--- config.mk ---
export PLATFORM = sky130hd
export DESIGN_NAME = register_file_flat
export DESIGN_NICKNAME = d
export VERILOG_FILES = /design/src/rtl/register_file_if.sv /design/src/rtl/register_file.sv /design/src/flat_wrapper.sv
export SDC_FILE = /design/constraint.sdc
export NUM_CORES = 1
export LEC_CHECK = 0
export ABC_AREA = 1
export BUFFER_PORTS_ARGS = -buffer_cell sky130_fd_sc_hd__buf_4
export CORE_MARGIN = 2
export CORE_UTILIZATION = 30
export CTS_CLUSTER_DIAMETER = 30
export DETAILED_ROUTE_END_ITERATION = 10
export GPL_ROUTABILITY_DRIVEN = 1
export PLACE_DENSITY_LB_ADDON = 0.15
export SLEW_MARGIN = 10
export SYNTH_ARGS = -nofsm -noshare
export SYNTH_HDL_FRONTEND = slang
export SYNTH_SLANG_ARGS = --single-unit
--- constraint.sdc ---
create_clock -name clk -period 3.54 [get_ports clk]
set_clock_uncertainty 0.15 [all_clocks]
set_input_delay 0.354 -clock clk [delete_from_list [all_inputs] [get_ports clk]]
set_output_delay 0.354 -clock clk [all_outputs]
set_load 0.005 [all_outputs]
--- src/rtl/register_file_if.sv ---
// Register file bus: writeback request, decode read addresses, registered read data and ready.
interface register_file_if #(
  parameter int XLEN     = 32,
  parameter int ADDR_W   = 5,
  parameter int NUM_READ = 2
);
  logic                       clk_enable;
  logic                       write_enable;
  logic [ADDR_W-1:0]          write_addr;
  logic [XLEN-1:0]            write_data;
  logic [NUM_READ*ADDR_W-1:0] read_addr;
  logic [NUM_READ*XLEN-1:0]   read_data;
  logic                       ready;

  modport master (
    output clk_enable, write_enable, write_addr, write_data, read_addr,
    input  read_data, ready
  );
  modport slave (
    input  clk_enable, write_enable, write_addr, write_data, read_addr,
    output read_data, ready
  );
endinterface

--- src/rtl/register_file.sv ---
// General-purpose register file: sequenced clear after reset, NUM_READ registered
// read ports with write bypass, r0 hardwired to zero, out-of-range addresses read as zero.
module register_file_lane #(
  parameter int XLEN     = 32,
  parameter int NUM_REGS = 16,
  parameter int ADDR_W   = 5
) (
  input  logic                               clk,
  input  logic                               rst,
  input  logic                               run_en,
  input  logic [ADDR_W-1:0]                  addr,
  input  logic                               wr_ok,
  input  logic [ADDR_W-1:0]                  write_addr,
  input  logic [XLEN-1:0]                    write_data,
  input  logic [NUM_REGS-1:0][XLEN-1:0]      mem_view,
  output logic [XLEN-1:0]                    rdata
);
  logic [XLEN-1:0] nxt;

  // Exact-match decode: an address >= NUM_REGS matches nothing and reads 0
  always_comb begin
    nxt = '0;
    for (int r = 1; r < NUM_REGS; r++)
      if (addr == ADDR_W'(r)) nxt = mem_view[r];
    if (wr_ok && write_addr == addr) nxt = write_data;
  end

  always_ff @(posedge clk) begin
    if (rst)         rdata <= '0;
    else if (run_en) rdata <= nxt;
  end
endmodule

module register_file #(
  parameter int XLEN     = 32,
  parameter int NUM_REGS = 16,
  parameter int ADDR_W   = 5,
  parameter int NUM_READ = 2
) (
  input  logic            clk,
  input  logic            rst,
  register_file_if.slave  bus
);
  typedef enum logic {CLEAR, RUN} state_t;

  localparam logic [ADDR_W-1:0] LAST = ADDR_W'(NUM_REGS - 1);

  state_t                             state;
  logic [ADDR_W-1:0]                  idx;
  logic                               ready_q;
  logic [NUM_REGS-1:1][XLEN-1:0]      mem;
  logic [NUM_REGS-1:0][XLEN-1:0]      mem_view;
  logic [NUM_READ-1:0][XLEN-1:0]      rd_lane;
  logic                               run_en;
  logic                               wr_ok;

  assign mem_view = {mem, {XLEN{1'b0}}};
  assign run_en   = (state == RUN) && bus.clk_enable;
  assign wr_ok    = run_en && bus.write_enable && (bus.write_addr != '0) &&
                    (int'(bus.write_addr) < NUM_REGS);

  // Array contents are deliberately not reset; the clear sequence zeroes them
  always_ff @(posedge clk) begin
    if (rst) begin
      state   <= CLEAR;
      idx     <= ADDR_W'(1);
      ready_q <= 1'b0;
    end else begin
      case (state)
        CLEAR: begin
          for (int r = 1; r < NUM_REGS; r++)
            if (idx == ADDR_W'(r)) mem[r] <= '0;
          idx <= idx + ADDR_W'(1);
          if (idx == LAST) begin
            state   <= RUN;
            ready_q <= 1'b1;
          end
        end
        RUN: begin
          for (int r = 1; r < NUM_REGS; r++)
            if (wr_ok && bus.write_addr == ADDR_W'(r)) mem[r] <= bus.write_data;
        end
        default: state <= CLEAR;
      endcase
    end
  end

  for (genvar p = 0; p < NUM_READ; p++) begin : g_lane
    register_file_lane #(
      .XLEN     (XLEN),
      .NUM_REGS (NUM_REGS),
      .ADDR_W   (ADDR_W)
    ) u_lane (
      .clk        (clk),
      .rst        (rst),
      .run_en     (run_en),
      .addr       (bus.read_addr[p*ADDR_W +: ADDR_W]),
      .wr_ok      (wr_ok),
      .write_addr (bus.write_addr),
      .write_data (bus.write_data),
      .mem_view   (mem_view),
      .rdata      (rd_lane[p])
    );
  end

  assign bus.read_data = rd_lane;
  assign bus.ready     = ready_q;
endmodule

--- src/flat_wrapper.sv ---
// flat-port wrapper written by rule: the top's interface ports become plain ports
module register_file_flat 
#(
  parameter int XLEN     = 32,
  parameter int NUM_REGS = 16,
  parameter int ADDR_W   = 5,
  parameter int NUM_READ = 2
)
  (clk, rst, bus_clk_enable, bus_write_enable, bus_write_addr, bus_write_data, bus_read_addr, bus_read_data, bus_ready);
  register_file_if #(.XLEN(XLEN), .ADDR_W(ADDR_W), .NUM_READ(NUM_READ)) bus_i ();
  input  logic clk;
  input  logic rst;
  input wire logic [$bits(bus_i.clk_enable)-1:0] bus_clk_enable;
  input wire logic [$bits(bus_i.write_enable)-1:0] bus_write_enable;
  input wire logic [$bits(bus_i.write_addr)-1:0] bus_write_addr;
  input wire logic [$bits(bus_i.write_data)-1:0] bus_write_data;
  input wire logic [$bits(bus_i.read_addr)-1:0] bus_read_addr;
  output wire logic [$bits(bus_i.read_data)-1:0] bus_read_data;
  output wire logic [$bits(bus_i.ready)-1:0] bus_ready;
  assign bus_i.clk_enable = bus_clk_enable;
  assign bus_i.write_enable = bus_write_enable;
  assign bus_i.write_addr = bus_write_addr;
  assign bus_i.write_data = bus_write_data;
  assign bus_i.read_addr = bus_read_addr;
  assign bus_read_data = bus_i.read_data;
  assign bus_ready = bus_i.ready;
  register_file #(.XLEN(XLEN), .NUM_REGS(NUM_REGS), .ADDR_W(ADDR_W), .NUM_READ(NUM_READ)) u_core (.clk(clk), .rst(rst), .bus(bus_i));
endmodule
==> key figures <==
Floorplanning
  • Initial core utilization: 30.3%
  • Top Ports: between 100 and 150
  • Core Box Area: around 87,000 um^2
  • # rows: 108
  • Die area: ~90,000 um^2
  • Die width: between 200 and 300 um
  • DIE HEIGHT: roughly 300 um

Yosys
  • Post-synthesis xor/xnor area fraction: less than 1%
  • Post-synth EDFFs: between 400 and 500
  • Mapped cell area: between 20,000 and 30,000 um^2
  • Post-synthesis mux area share: 0%
  • Synth warn: 0
  • Synth Area per Inst: 8.90 um^2
  • Post-Synthesis Cells: between 2,000 and 3,000
  • Adder-Cell Fraction of Synth Area: less than 1%
  • Seq/Total Area, Yosys: 60.3%
  • Main combinational cell family by area after synthesis: simple AND/OR/NAND/NOR gates
  • Async set-reset flop share out of synthesis: 0%
  • Syn Nets: 3,005
  • Synth Area in Compound Gates: roughly 4.8%
  • Synth Register Bits: about 550
  • Main synth FF type: edfxtp_1
  • Distinct cells, synth: 33
  • Simple-Gate Fraction of Synth Area: around 28%

Drt
  • Wire length on met2: 45,800 um
  • Number of remaining DRC errors: 0
  • Avg Vias per Cell: around 4.9
  • Total number of vias: ~22,000
  • DRT iter0 DRCs: approximately 1,800
  • Top routing layer in use: met4
  • ANT nets after route: 0
  • Routed wire length: between 80,000 and 90,000 um
  • Met3 wire len: 3520 um
  • DRT Pass-1 Iters: 7
  • DR WL/cell: 19.8 um
  • Met1 WL: ~35,000 um

Setup path
  • Worst-path fanout max: 32
  • Worst EP required: 3.69 ns
  • Worst Setup End Kind: register
  • RR Endpoint: u_core.mem[469]
  • Slowest-stage cell, CP: buf_4
  • Top delay family on crit path: buffers and inverters
  • Reg2reg setup slack: approximately 0.90 ns
  • Critical-path cell list: nand2_1 > inv_2 > nand4_1 > inv_1 > nand3_1 > a21oi_4 > buf_4
  • Setup crit start kind: register
  • WP buf/inv: 3
  • Max incr delay on CP: between 0.4 and 0.5 ns
  • Critical path class: reg2reg
  • Length in cells of the worst reg-to-reg path: 7
  • Worst EP arrival: 2.79 ns
  • R2R Path Start: u_core.state

Power and ir drop
  • Sequential share of power: a little over a third
  • Combinational share of power: approximately 4%
  • P_leak: around 13 nW
  • Switching share of power: roughly 22%
  • NetSw: about 0.0043 W
  • VDD IR-drop max: ~460 uV
  • PD cells: about 600 nW/um^2
  • Int Power: around 0.015 W
  • Clock power frac: approximately three fifths

Clocking
  • Post-CTS Resized: 0
  • CTS sink count: roughly 550
  • Post-CTS Setup Inserts: 0
  • Worst-path clk slew: approximately 0.040 ns
  • Clk_lat worst skew: roughly 0.68 ns
  • Num CTS Buffers: 133
  • Worst-case clock buffer depth: 3
  • CTS tree: yes
  • H-tree levels: 4
  • CTS Root Cell: clkbuf_16

Finish
  • N_diodes: 0
  • Most common cell after layout, fill and taps aside: nand2_1
  • Most frequent cells in the layout: nand2_1, edfxtp_1, nor2_1
  • Fillers: 8,540
  • Fin cells: ~4,400
  • Syn-to-layout area delta: 27.0%
  • Layout cells sized above 1: around 14%
  • Nets: roughly 3,200

GRT
  • Vias in the first global route: around 22,000
  • Pin count of the biggest net entering global routing: 82
  • First-pass GRT wire length: between 100,000 and 150,000 um
  • Initial antenna violation count: 0
  • Gr ovfl total: 0
  • Tot GR Track Use: 19.3%

Place
  • Dpl ws: 0.689 ns
  • Routability cong.: 0.873
  • Port buffer count: ~120
  • Placed Cells: 4,141
  • Post-DP HPWL: around 57,000 um

Timing
  • Worst setup margin: 0.904 ns
  • Relative max-transition margin: between 40% and 50%
  • Period utilization: approximately three quarters
  • Final min period: about 2.6 ns
  • RSZ-0062 raised after global routing: no
  • Final Hold Fails: 0
  • Setup Total Neg Slack: 0 ns
  • Fin. max-slew vios: 0
  • Worst-Margin Slew: about 0.81 ns
  • # setup viols final: 0
  • Fmax: between 300 and 400 MHz

Hold path
  • Hold WC Path Type: in2reg
  • Hold worst-path end: u_core.g_lane[1].u_lane.rdata[20]
  • Hold path startpoint: bus_clk_enable
  • Min-Delay Path Depth: 5

Run
  • Max-cap check violation count: 0

Run status
  • Outcome: finished clean
## state kept, by name, summed over array words and instances (netlist names)
signal and cells:
u_core.state 1, u_core.mem 480, u_core.g_lane.u_lane.rdata 64, u_core.bus.ready 1, u_core.idx 5
## final cells by class
type | count | area, um^2 | share of cell area, %
clock buffers | 171 | 3630 | 10.9
clock inverters | 69 | 664 | 1.99
inverters | 297 | 1110 | 3.34
multi-input cells | 1955 | 8880 | 26.6
flip-flops and latches | 551 | 15800 | 47.5
well taps | 1155 | 1450 | 4.33
repair buffers | 216 | 1770 | 5.30
## how the worst max path moves through the flow
| stage | cells after the start | end | slack [ns] | startpoint |
|---|---|---|---|---|
| floorplan | 8 | u_core.mem[64] | 0.05 | u_core.state |
| global placement | 13 | u_core.g_lane[1].u_lane.rdata[28] | 0.74 | bus_read_addr[9] |
| detailed placement | 13 | u_core.g_lane[1].u_lane.rdata[28] | 0.69 | bus_read_addr[9] |
| CTS | 7 | u_core.mem[23] | 0.94 | u_core.state |
| global route | 7 | u_core.mem[408] | 0.81 | u_core.state |
| finish | 7 | u_core.mem[469] | 0.90 | u_core.state |
## routing by layer
metal | vias up | GRT usage (%)
li1 | 10300 | -
met1 | 10600 | 22.2
met2 | 638 | 35.2
met3 | 218 | 2.86
met4 | 0 | 8.99
met5 | - | 0
## stage by stage
step | total power (W) | hold WS, ns | instance area [um^2] | utilization [%]
floorplan | 0.00764 | 0.297 | 26300 | -
global placement | 0.00800 | 0.304 | 28700 | 33.1
detailed placement | 0.00801 | 0.309 | 28700 | 33.1
CTS | 0.0197 | 0.207 | 33300 | 38.4
global route | 0.0201 | 0.256 | 33300 | 38.4
finish | 0.0195 | 0.244 | 33300 | 38.4
## cell usage after synthesis (all sizes together), types with 2 or more instances
cell / number / area, um^2
inv: 295 / 1110
nand3b: 12 / 90.1
clkbuf: 81 / 304
buf: 65 / 335
dfxtp: 71 / 1420
clkinv: 2 / 7.51
nor3: 17 / 95.1
or2: 25 / 156
ha: 5 / 62.6
o21ai: 79 / 395
a21oi: 164 / 821
nand3: 123 / 621
nand4: 221 / 1380
edfxtp: 480 / 14400
xor2: 8 / 70.1
a31oi: 2 / 12.5
nor2: 349 / 1360
nand2: 945 / 3550
## timing repair
action / 4_1_cts / 5_1_grt
hold buffers: 33 / 0
setup endpoints to repair: 0 / 0
endpoints found under the hold margin: 65 / 0
## tightest hold or removal path, delay by kind of cell
| family | cells | cell delay (ns) |
|---|---|---|
| and+or+nand+nor | 2 | 0.21 |
| AOI/OAI and AO/OA | 1 | 0.05 |
| buffers and inverters | 2 | 0.39 |
## power groups by stage
stage          registers, W  logic [W]  clock network (W)
3_3_place_gp        0.00724   0.000759                  0
2_1_floorplan       0.00724   0.000401                  0
5_1_grt             0.00714   0.000859             0.0121
6_report            0.00714   0.000786             0.0116
3_5_place_dp        0.00725   0.000765                  0
4_1_cts             0.00714   0.000798             0.0118
## kinds of logic after synthesis
family	after synthesis
buffers and inverters	443
flip-flops	551
AO/OA/AOI/OAI	248
adder cells (fa/ha/maj)	5
AND/OR/NAND/NOR	1694
XOR/XNOR	8
(Power assumes the default switching activity.)
